**config.mk**
```make
export PLATFORM = sky130hd
export DESIGN_NAME = gate_sweep_ctrl
export DESIGN_NICKNAME = d
export VERILOG_FILES = /design/src/rtl/gate_sweep_ctrl.sv
export SDC_FILE = /design/constraint.sdc
export NUM_CORES = 1
export LEC_CHECK = 0
export ABC_AREA = 1
export BUFFER_PORTS_ARGS = -buffer_cell sky130_fd_sc_hd__clkbuf_2
export CAP_MARGIN = 30
export CORE_MARGIN = 2
export CORE_UTILIZATION = 45
export DETAILED_ROUTE_END_ITERATION = 16
export PLACE_DENSITY = 0.79
export RECOVER_POWER = 25
export SKIP_LAST_GASP = 1
export SYNTH_ARGS = -nofsm -noshare
export SYNTH_HDL_FRONTEND = slang
export SYNTH_SLANG_ARGS = --single-unit
export TNS_END_PERCENT = 1
```
**constraint.sdc**
```tcl
create_clock -name clk -period 4.2 [get_ports clk]
set_clock_uncertainty 0.2 [all_clocks]
set_input_delay 0.42 -clock clk [delete_from_list [all_inputs] [get_ports clk]]
set_output_delay 0.42 -clock clk [all_outputs]
set_load 0.01 [all_outputs]
```
**src/rtl/gate_sweep_ctrl.sv**
```systemverilog
// Sweeps every input vector of a small combinational gate and records its truth table.
// Latency: each vector takes SETTLE+1 cycles; done pulses 2**N_IN*(SETTLE+1)+1 edges after start.
// Backpressure: none; start is honoured only in IDLE, and results hold until the next start or reset.
module gate_sweep_ctrl #(
  parameter int N_IN   = 2,
  parameter int SETTLE = 1
) (
  input  logic                 clk,
  input  logic                 rst,
  input  logic                 start,
  input  logic [(1<<N_IN)-1:0] expected,
  input  logic                 gate_out,
  output logic [N_IN-1:0]      gate_in,
  output logic                 busy,
  output logic                 done,
  output logic [(1<<N_IN)-1:0] truth_table,
  output logic [N_IN:0]        err_count,
  output logic [N_IN-1:0]      first_err_idx,
  output logic                 pass
);

  localparam int NV = 1 << N_IN;
  localparam int CW = (SETTLE > 1) ? $clog2(SETTLE) : 1;

  typedef enum logic [1:0] {
    S_IDLE,
    S_WAIT,
    S_SAMPLE,
    S_FINISH
  } state_t;

  state_t          state_q, state_d;
  logic [N_IN-1:0] idx_q, idx_d;
  logic [CW-1:0]   cnt_q, cnt_d;
  logic [NV-1:0]   exp_q, exp_d;
  logic [N_IN-1:0] gate_in_q, gate_in_d;
  logic            busy_q, busy_d;
  logic            done_q, done_d;
  logic [NV-1:0]   tt_q, tt_d;
  logic [N_IN:0]   err_q, err_d;
  logic [N_IN-1:0] first_q, first_d;
  logic            pass_q, pass_d;

  // Next-state and next-output logic for the sweep sequencer.
  always_comb begin
    state_d   = state_q;
    idx_d     = idx_q;
    cnt_d     = cnt_q;
    exp_d     = exp_q;
    gate_in_d = gate_in_q;
    busy_d    = busy_q;
    done_d    = 1'b0;
    tt_d      = tt_q;
    err_d     = err_q;
    first_d   = first_q;
    pass_d    = pass_q;

    case (state_q)
      S_IDLE: begin
        if (start) begin
          // Snapshot the expected table so later port changes cannot skew the compare.
          exp_d     = expected;
          tt_d      = '0;
          err_d     = '0;
          first_d   = '0;
          pass_d    = 1'b0;
          gate_in_d = '0;
          idx_d     = '0;
          cnt_d     = '0;
          busy_d    = 1'b1;
          state_d   = S_WAIT;
        end
      end

      S_WAIT: begin
        if (cnt_q == CW'(SETTLE - 1)) begin
          state_d = S_SAMPLE;
        end else begin
          cnt_d = cnt_q + CW'(1);
        end
      end

      S_SAMPLE: begin
        tt_d[idx_q] = gate_out;
        if (gate_out != exp_q[idx_q]) begin
          err_d = err_q + (N_IN+1)'(1);
          if (err_q == '0) begin
            first_d = idx_q;
          end
        end
        // The last vector goes straight to FINISH so idx never wraps.
        if (idx_q == N_IN'(NV - 1)) begin
          state_d = S_FINISH;
        end else begin
          idx_d     = idx_q + N_IN'(1);
          gate_in_d = idx_q + N_IN'(1);
          cnt_d     = '0;
          state_d   = S_WAIT;
        end
      end

      S_FINISH: begin
        done_d    = 1'b1;
        busy_d    = 1'b0;
        pass_d    = (err_q == '0);
        gate_in_d = '0;
        state_d   = S_IDLE;
      end

      default: begin
        state_d = S_IDLE;
      end
    endcase
  end

  // State and output registers; synchronous reset discards any partial sweep.
  always_ff @(posedge clk) begin
    if (rst) begin
      state_q   <= S_IDLE;
      idx_q     <= '0;
      cnt_q     <= '0;
      exp_q     <= '0;
      gate_in_q <= '0;
      busy_q    <= 1'b0;
      done_q    <= 1'b0;
      tt_q      <= '0;
      err_q     <= '0;
      first_q   <= '0;
      pass_q    <= 1'b0;
    end else begin
      state_q   <= state_d;
      idx_q     <= idx_d;
      cnt_q     <= cnt_d;
      exp_q     <= exp_d;
      gate_in_q <= gate_in_d;
      busy_q    <= busy_d;
      done_q    <= done_d;
      tt_q      <= tt_d;
      err_q     <= err_d;
      first_q   <= first_d;
      pass_q    <= pass_d;
    end
  end

  assign gate_in       = gate_in_q;
  assign busy          = busy_q;
  assign done          = done_q;
  assign truth_table   = tt_q;
  assign err_count     = err_q;
  assign first_err_idx = first_q;
  assign pass          = pass_q;

endmodule

```
### Word level (Yosys, flattened, before mapping)

Index checks and enable logic that the tools add are counted.

* add/subtract/negate cells: 3
* magnitude comparators: 2
* equality and inequality tests: 10
* mux-type cells: 29
* reductions and logical operators: 16

Operators with widths (count)
* two-way mux 2 bit: 7
* AND reduction 3 bit: 4
* inequality test 2 bit, second input constant: 5
* case mux 2 bit (2 select lines): 2
* case mux 2 bit (4 select lines): 1
* case mux 4 bit (2 select lines): 1
* AND reduction 2 bit: 4
* two-way mux 1 bit: 7
* == test 2 bit, second input constant: 3
* two-way mux 3 bit: 2
* case mux 2 bit (3 select lines): 1
* case mux 3 bit (2 select lines): 1
* nonzero test 3 bit: 2
* bitwise mux 4 bit: 1
* two-way mux 4 bit: 1
* case mux 1 bit (2 select lines): 2
* AND reduction 4 bit: 1
* nonzero test 2 bit: 2
* adder 3 x 1 -> 3 bit, second input constant: 1
* logical NOT 3 bit: 1
* less-than comparator 2 x 3 -> 1 bit, second input constant: 1
* case mux 1 bit (3 select lines): 1
* adder 2 x 1 -> 2 bit, second input constant: 1
* binary-select mux 1 bit (select 2 bit): 1
* other kinds (7): 7

* register bits after elaboration: 23
* input port bits: 8
* word-level logic and storage cells: 71

### Logic depth before layout (Yosys ltp)

* depth in word-level cells: 6
* mapped depth: 10
* depth with buffers taken out: 10

### Worst setup path after synthesis

OpenSTA, ideal clock, no wires.

* path kind: reg2reg
* from: register err_q[0], in the netlist err_count[0]
* to: register first_q[0], in the netlist first_err_idx[0]
* library setup time: 0.112 ns
* arrival: 1.079 ns
* data required time: 3.888 ns
* slack: 2.809 ns
* stages on the path, launching flop included: 11
* buffers on the path: 0
* clock period less this slack: 1.391 ns
* cell sequence: dfxtp_1 -> inv_1 -> ha_1 -> inv_1 -> nor2_1 -> nand2_1 -> nand2_1 -> nand2_2 -> inv_2 -> nor2_1 -> nor2_1

* cells in the longest elaborated chain, start to end: 3

RTL lines
* start: declaration: line 40 `logic [N_IN:0] err_q, err_d;`
* start signal: assignment: line 139 `err_q <= err_d;`
* logical NOT 3 bit: line 87 `if (err_q == '0) begin`
* inequality test 2 bit (no line)
* AND reduction 4 bit (no line)
* end signal: assignment: line 140 `first_q <= first_d;`
* end: declaration: line 41 `logic [N_IN-1:0] first_q, first_d;`

No other way between the ends.
A chain may end at the register's enable or synchronous reset.

### Worst setup path after layout

* from: register state_q[0]
* to: register gate_in_q[1], in the netlist gate_in[1]

* cells in the longest elaborated chain, start to end: 3
* elaborated cells on any way between the ends: 8

RTL lines
* start: declaration: line 32 `state_t state_q, state_d;`
* start signal: assignment: line 131 `state_q <= state_d;`
* == test 2 bit / logical NOT 2 bit (equally long branches): line 58 `case (state_q)`
* inequality test 2 bit (no line) / nonzero test 3 bit (equally long branches)
* AND reduction 3 bit (no line)
* end signal: assignment: line 135 `gate_in_q <= gate_in_d;`
* end: declaration: line 36 `logic [N_IN-1:0] gate_in_q, gate_in_d;`

Parallel ways exist; a longest one is shown, timed or not.

==> metrics.txt <==
# TYPE chip_impl_metric gauge
chip_impl_metric{name="clock_sink_count",unit=""} 22
chip_impl_metric{name="post_synth_num_cell_types",unit=""} 21
chip_impl_metric{name="layout_cell_share_with_drive_strength_beyond_1",unit="%"} 23.1
chip_impl_metric{name="gp_congestion",unit=""} 0.850
chip_impl_info{name="hold_path.class",value="input pin to flip-flop"} 1
chip_impl_metric{name="clockBufferDepth",unit=""} 2
chip_impl_metric{name="stdcell_count",unit=""} 188
chip_impl_metric{name="htree_num_levels",unit=""} 1
chip_impl_metric{name="synth_top_area_share",unit="%"} 42.1
chip_impl_metric{name="critical_path.max_fanout",unit=""} 14
chip_impl_metric{name="fin_tns_setup",unit="ns"} 0
chip_impl_metric{name="finalCritPeriodShare",unit="%"} 48.2
chip_impl_metric{name="ctsHoldBuffers",unit=""} 0
chip_impl_metric{name="antenna_violations_before_repair",unit=""} 0
chip_impl_metric{name="synthesis.area",unit="µm²"} 1050
chip_impl_metric{name="total_nets_after_synthesis",unit=""} 152
chip_impl_metric{name="minimum_setup_slack_among_reg_to_reg_paths",unit="ns"} 2.17
chip_impl_metric{name="number_of_global_route_vias_before_repair",unit=""} 839
chip_impl_metric{name="power_density",unit="nW/µm²"} 341
chip_impl_info{name="synth_area_leader_cell",value="sky130_fd_sc_hd__dfxtp_1"} 1
chip_impl_metric{name="remaining_number_of_nets_flagged_by_the_antenna_check_after_routing",unit=""} 0
chip_impl_info{name="crit_end",value="gate_in[1]$_SDFFE_PP0P_"} 1
chip_impl_metric{name="die_area",unit="µm²"} 2730
chip_impl_metric{name="place.port_buffers",unit=""} 21
chip_impl_metric{name="synth.avg_cell_area",unit="µm²"} 7.59
chip_impl_info{name="critPathLaunch",value="state_q[0]$_SDFFE_PP0P_"} 1
chip_impl_metric{name="detailedPlacementHpwl",unit="µm"} 1630
chip_impl_metric{name="num_io_pins",unit=""} 22
chip_impl_metric{name="power.leakage",unit="nW"} 0.538
chip_impl_info{name="worstSetupPathType",value="flip-flop to flip-flop"} 1
chip_impl_metric{name="critical_path_required",unit="ns"} 4.20
chip_impl_info{name="synth-main-ff-cell",value="sky130_fd_sc_hd__dfxtp_1"} 1
chip_impl_metric{name="synth.yosys.seq_area_share",unit="%"} 42.1
chip_impl_metric{name="finalSetupViolCount",unit=""} 0
chip_impl_metric{name="first_pass_iters",unit=""} 4
chip_impl_metric{name="reg2reg_depth",unit=""} 9
chip_impl_metric{name="vias_per_cell",unit=""} 4.96
chip_impl_info{name="clock_tree_from_tritoncts",value="yes"} 1
chip_impl_metric{name="antenna_cells_inserted",unit=""} 0
chip_impl_info{name="post_synth_most_frequent_cells",value="sky130_fd_sc_hd__nand2_1 (29), sky130_fd_sc_hd__dfxtp_1 (22), sky130_fd_sc_hd__nor2_1 (22), sky130_fd_sc_hd__inv_1 (9), sky130_fd_sc_hd__nand3_1 (9)"} 1
chip_impl_metric{name="worst-endpoint-arrival",unit="ns"} 2.02
chip_impl_metric{name="netlist_instances",unit=""} 138
chip_impl_metric{name="synth-seq-cells",unit=""} 22
chip_impl_metric{name="clock_pin_slew_on_the_worst_setup_and_hold_paths",unit="ns"} 0.12
chip_impl_metric{name="timing.max_slew.rel_slack",unit="%"} 67.2
chip_impl_metric{name="vias",unit=""} 933
chip_impl_metric{name="max_clock_freq",unit="GHz"} 0.494
chip_impl_metric{name="postCtsSetupBuffers",unit=""} 0
chip_impl_metric{name="hold_violations",unit=""} 0
chip_impl_info{name="rsz_0062_raised_after_global_routing",value="false"} 1
chip_impl_metric{name="per_cell_routed_wire_length",unit="µm"} 10.8
chip_impl_metric{name="synthToLayoutAreaGrowth",unit="%"} 14.5
chip_impl_metric{name="first_iteration_detailed_routing_drc_count",unit=""} 12
chip_impl_metric{name="grt_first_pass_wirelength",unit="µm"} 3470
chip_impl_metric{name="drt_wl_total",unit="µm"} 2030
chip_impl_metric{name="grt_remaining_overflow",unit=""} 0
chip_impl_metric{name="max-cap-violations",unit=""} 0
chip_impl_metric{name="yosysWarnings",unit=""} 0
chip_impl_metric{name="post_cts_resize_count",unit=""} 0
chip_impl_metric{name="largest_net_degree_at_the_start_of_global_routing",unit=""} 15
chip_impl_metric{name="die_width",unit="µm"} 52.2
chip_impl_metric{name="floorplan.rows",unit=""} 17
chip_impl_metric{name="clock_insertion_delay_worst_skew",unit="ns"} 0.31
chip_impl_metric{name="asyncSetResetFlopFracSynth",unit="%"} 0
chip_impl_info{name="r2r_end",value="gate_in[1]$_SDFFE_PP0P_"} 1
chip_impl_metric{name="synth-edff-count",unit=""} 0
chip_impl_info{name="run_status",value="finished clean"} 1
chip_impl_metric{name="utilization",unit="%"} 54.2
chip_impl_metric{name="global_route.usage.total",unit="%"} 17.1
chip_impl_info{name="post-synth-top-count-cell",value="sky130_fd_sc_hd__nand2_1"} 1
chip_impl_metric{name="placeableCoreArea",unit="µm²"} 2210
chip_impl_info{name="clock-root-buffer",value="sky130_fd_sc_hd__clkbuf_4"} 1
chip_impl_metric{name="numCtsBuffers",unit=""} 3
chip_impl_metric{name="layout_min_cycle_time",unit="ns"} 2.03
chip_impl_metric{name="die_h",unit="µm"} 52.2
chip_impl_info{name="worstReg2RegStart",value="state_q[0]$_SDFFE_PP0P_"} 1
chip_impl_info{name="synthTopCellsByArea",value="sky130_fd_sc_hd__dfxtp_1 (42%), sky130_fd_sc_hd__nand2_1 (10%), sky130_fd_sc_hd__nor2_1 (7.9%), sky130_fd_sc_hd__ha_1 (7.2%), sky130_fd_sc_hd__nand3_1 (4.3%)"} 1
chip_impl_info{name="cp-start-kind",value="flip-flop"} 1
chip_impl_metric{name="drt_drc_violations_left",unit=""} 0
chip_impl_metric{name="placedCellCount",unit=""} 184
chip_impl_metric{name="timing_worst_slew_pin_value",unit="ns"} 0.489
chip_impl_metric{name="ir_worst_vdd",unit="mV"} 0.223
chip_impl_metric{name="drv_slew",unit=""} 0
chip_impl_metric{name="layout.nets",unit=""} 175
chip_impl_metric{name="start_util",unit="%"} 47.3
chip_impl_info{name="setup.worst_path.end_class",value="flip-flop"} 1
where the power goes:
part           internal, mW  switching, mW  total (mW)
combinational        0.0231         0.0425      0.0656
clock                0.0530         0.0634       0.116
sequential            0.219        0.00725       0.227
worst max-delay path, stage by stage, from the launching register on:
cell and delay (ns):
sky130_fd_sc_hd__dfxtp_1 0.39, sky130_fd_sc_hd__inv_2 0.07, sky130_fd_sc_hd__nand2_2 0.12, sky130_fd_sc_hd__clkinvlp_2 0.44
sky130_fd_sc_hd__nand2_1 0.31, sky130_fd_sc_hd__o21ai_0 0.12, sky130_fd_sc_hd__inv_1 0.08, sky130_fd_sc_hd__nand2_1 0.07
sky130_fd_sc_hd__nand2_1 0.06, sky130_fd_sc_hd__a21oi_1 0.05
kinds of logic (layout without fill, tap and decap cells):
group | count (synthesis) | count (layout) | synth area share (%)
flip-flops | 22 | 22 | 42.1
AND/OR/NAND/NOR | 71 | 71 | 31.7
adder cells (fa/ha/maj) | 6 | 6 | 7.17
AO/OA/AOI/OAI | 20 | 20 | 11.1
XOR/XNOR | 1 | 1 | 0.836
buffers and inverters | 18 | 40 | 7.17
cell type report:
class	count	area [µm²]
well taps	28	35.0
repair buffers	21	100
clock buffers	4	36.3
flip-flops and latches	22	440
multi-input cells	98	529
inverters	15	57.6
fillers	228	1010
registers in the layout, summed over array words and instances (netlist names), 2 cells and up:
name           cells
err_count          3
exp_q              4
first_err_idx      2
gate_in            2
idx_q              2
state_q            2
truth_table        4
worst min-delay path by stage:
stage	startpoint	endpoint	depth (start not counted)
floorplan	exp_q[3]$_SDFFE_PP0P_	exp_q[3]$_SDFFE_PP0P_	2
global placement	gate_in[0]$_SDFFE_PP0P_	gate_in[0]$_SDFFE_PP0P_	2
detailed placement	gate_in[0]$_SDFFE_PP0P_	gate_in[0]$_SDFFE_PP0P_	2
CTS	expected[3]	exp_q[3]$_SDFFE_PP0P_	3
global route	expected[3]	exp_q[3]$_SDFFE_PP0P_	3
finish	expected[3]	exp_q[3]$_SDFFE_PP0P_	3
placed cells by master (no fill, tap or decap):
cell type / n
sky130_fd_sc_hd__xnor2_1: 1
sky130_fd_sc_hd__clkinvlp_2: 1
sky130_fd_sc_hd__dfxtp_1: 22
sky130_fd_sc_hd__nor2_1: 22
sky130_fd_sc_hd__o21ai_0: 7
sky130_fd_sc_hd__inv_2: 4
sky130_fd_sc_hd__nand2_2: 5
sky130_fd_sc_hd__a21oi_1: 8
sky130_fd_sc_hd__a21oi_2: 1
sky130_fd_sc_hd__nand3_4: 1
sky130_fd_sc_hd__clkinv_1: 1
sky130_fd_sc_hd__nand3_1: 9
sky130_fd_sc_hd__clkbuf_1: 4
sky130_fd_sc_hd__a22oi_1: 2
sky130_fd_sc_hd__nand3_2: 4
sky130_fd_sc_hd__a311oi_1: 2
sky130_fd_sc_hd__inv_1: 9
sky130_fd_sc_hd__ha_1: 6
sky130_fd_sc_hd__clkbuf_4: 3
sky130_fd_sc_hd__clkbuf_2: 17
sky130_fd_sc_hd__nand2_1: 30
sky130_fd_sc_hd__clkbuf_8: 1
metrics by stage:
step                cell area, µm²  power, mW  setup slack [ns]  hold WS (ns)
global route                  1200      0.429              1.91         0.164
finish                        1200      0.408              2.17         0.150
global placement              1170      0.295              2.63         0.247
CTS                           1210      0.416              2.62         0.142
detailed placement            1170      0.299              2.56         0.251
floorplan                     1050      0.280              2.81         0.255
layer usage:
layer / share of wire (%) / vias up / global-route usage (%)
met5: 0 / - / 0
met4: 2.2 / 0 / 9.83
met3: 4.7 / 5 / 2.86
met2: 51 / 20 / 29.1
met1: 42 / 424 / 20.2
li1: - / 484 / -
(Power assumes the default switching activity.)
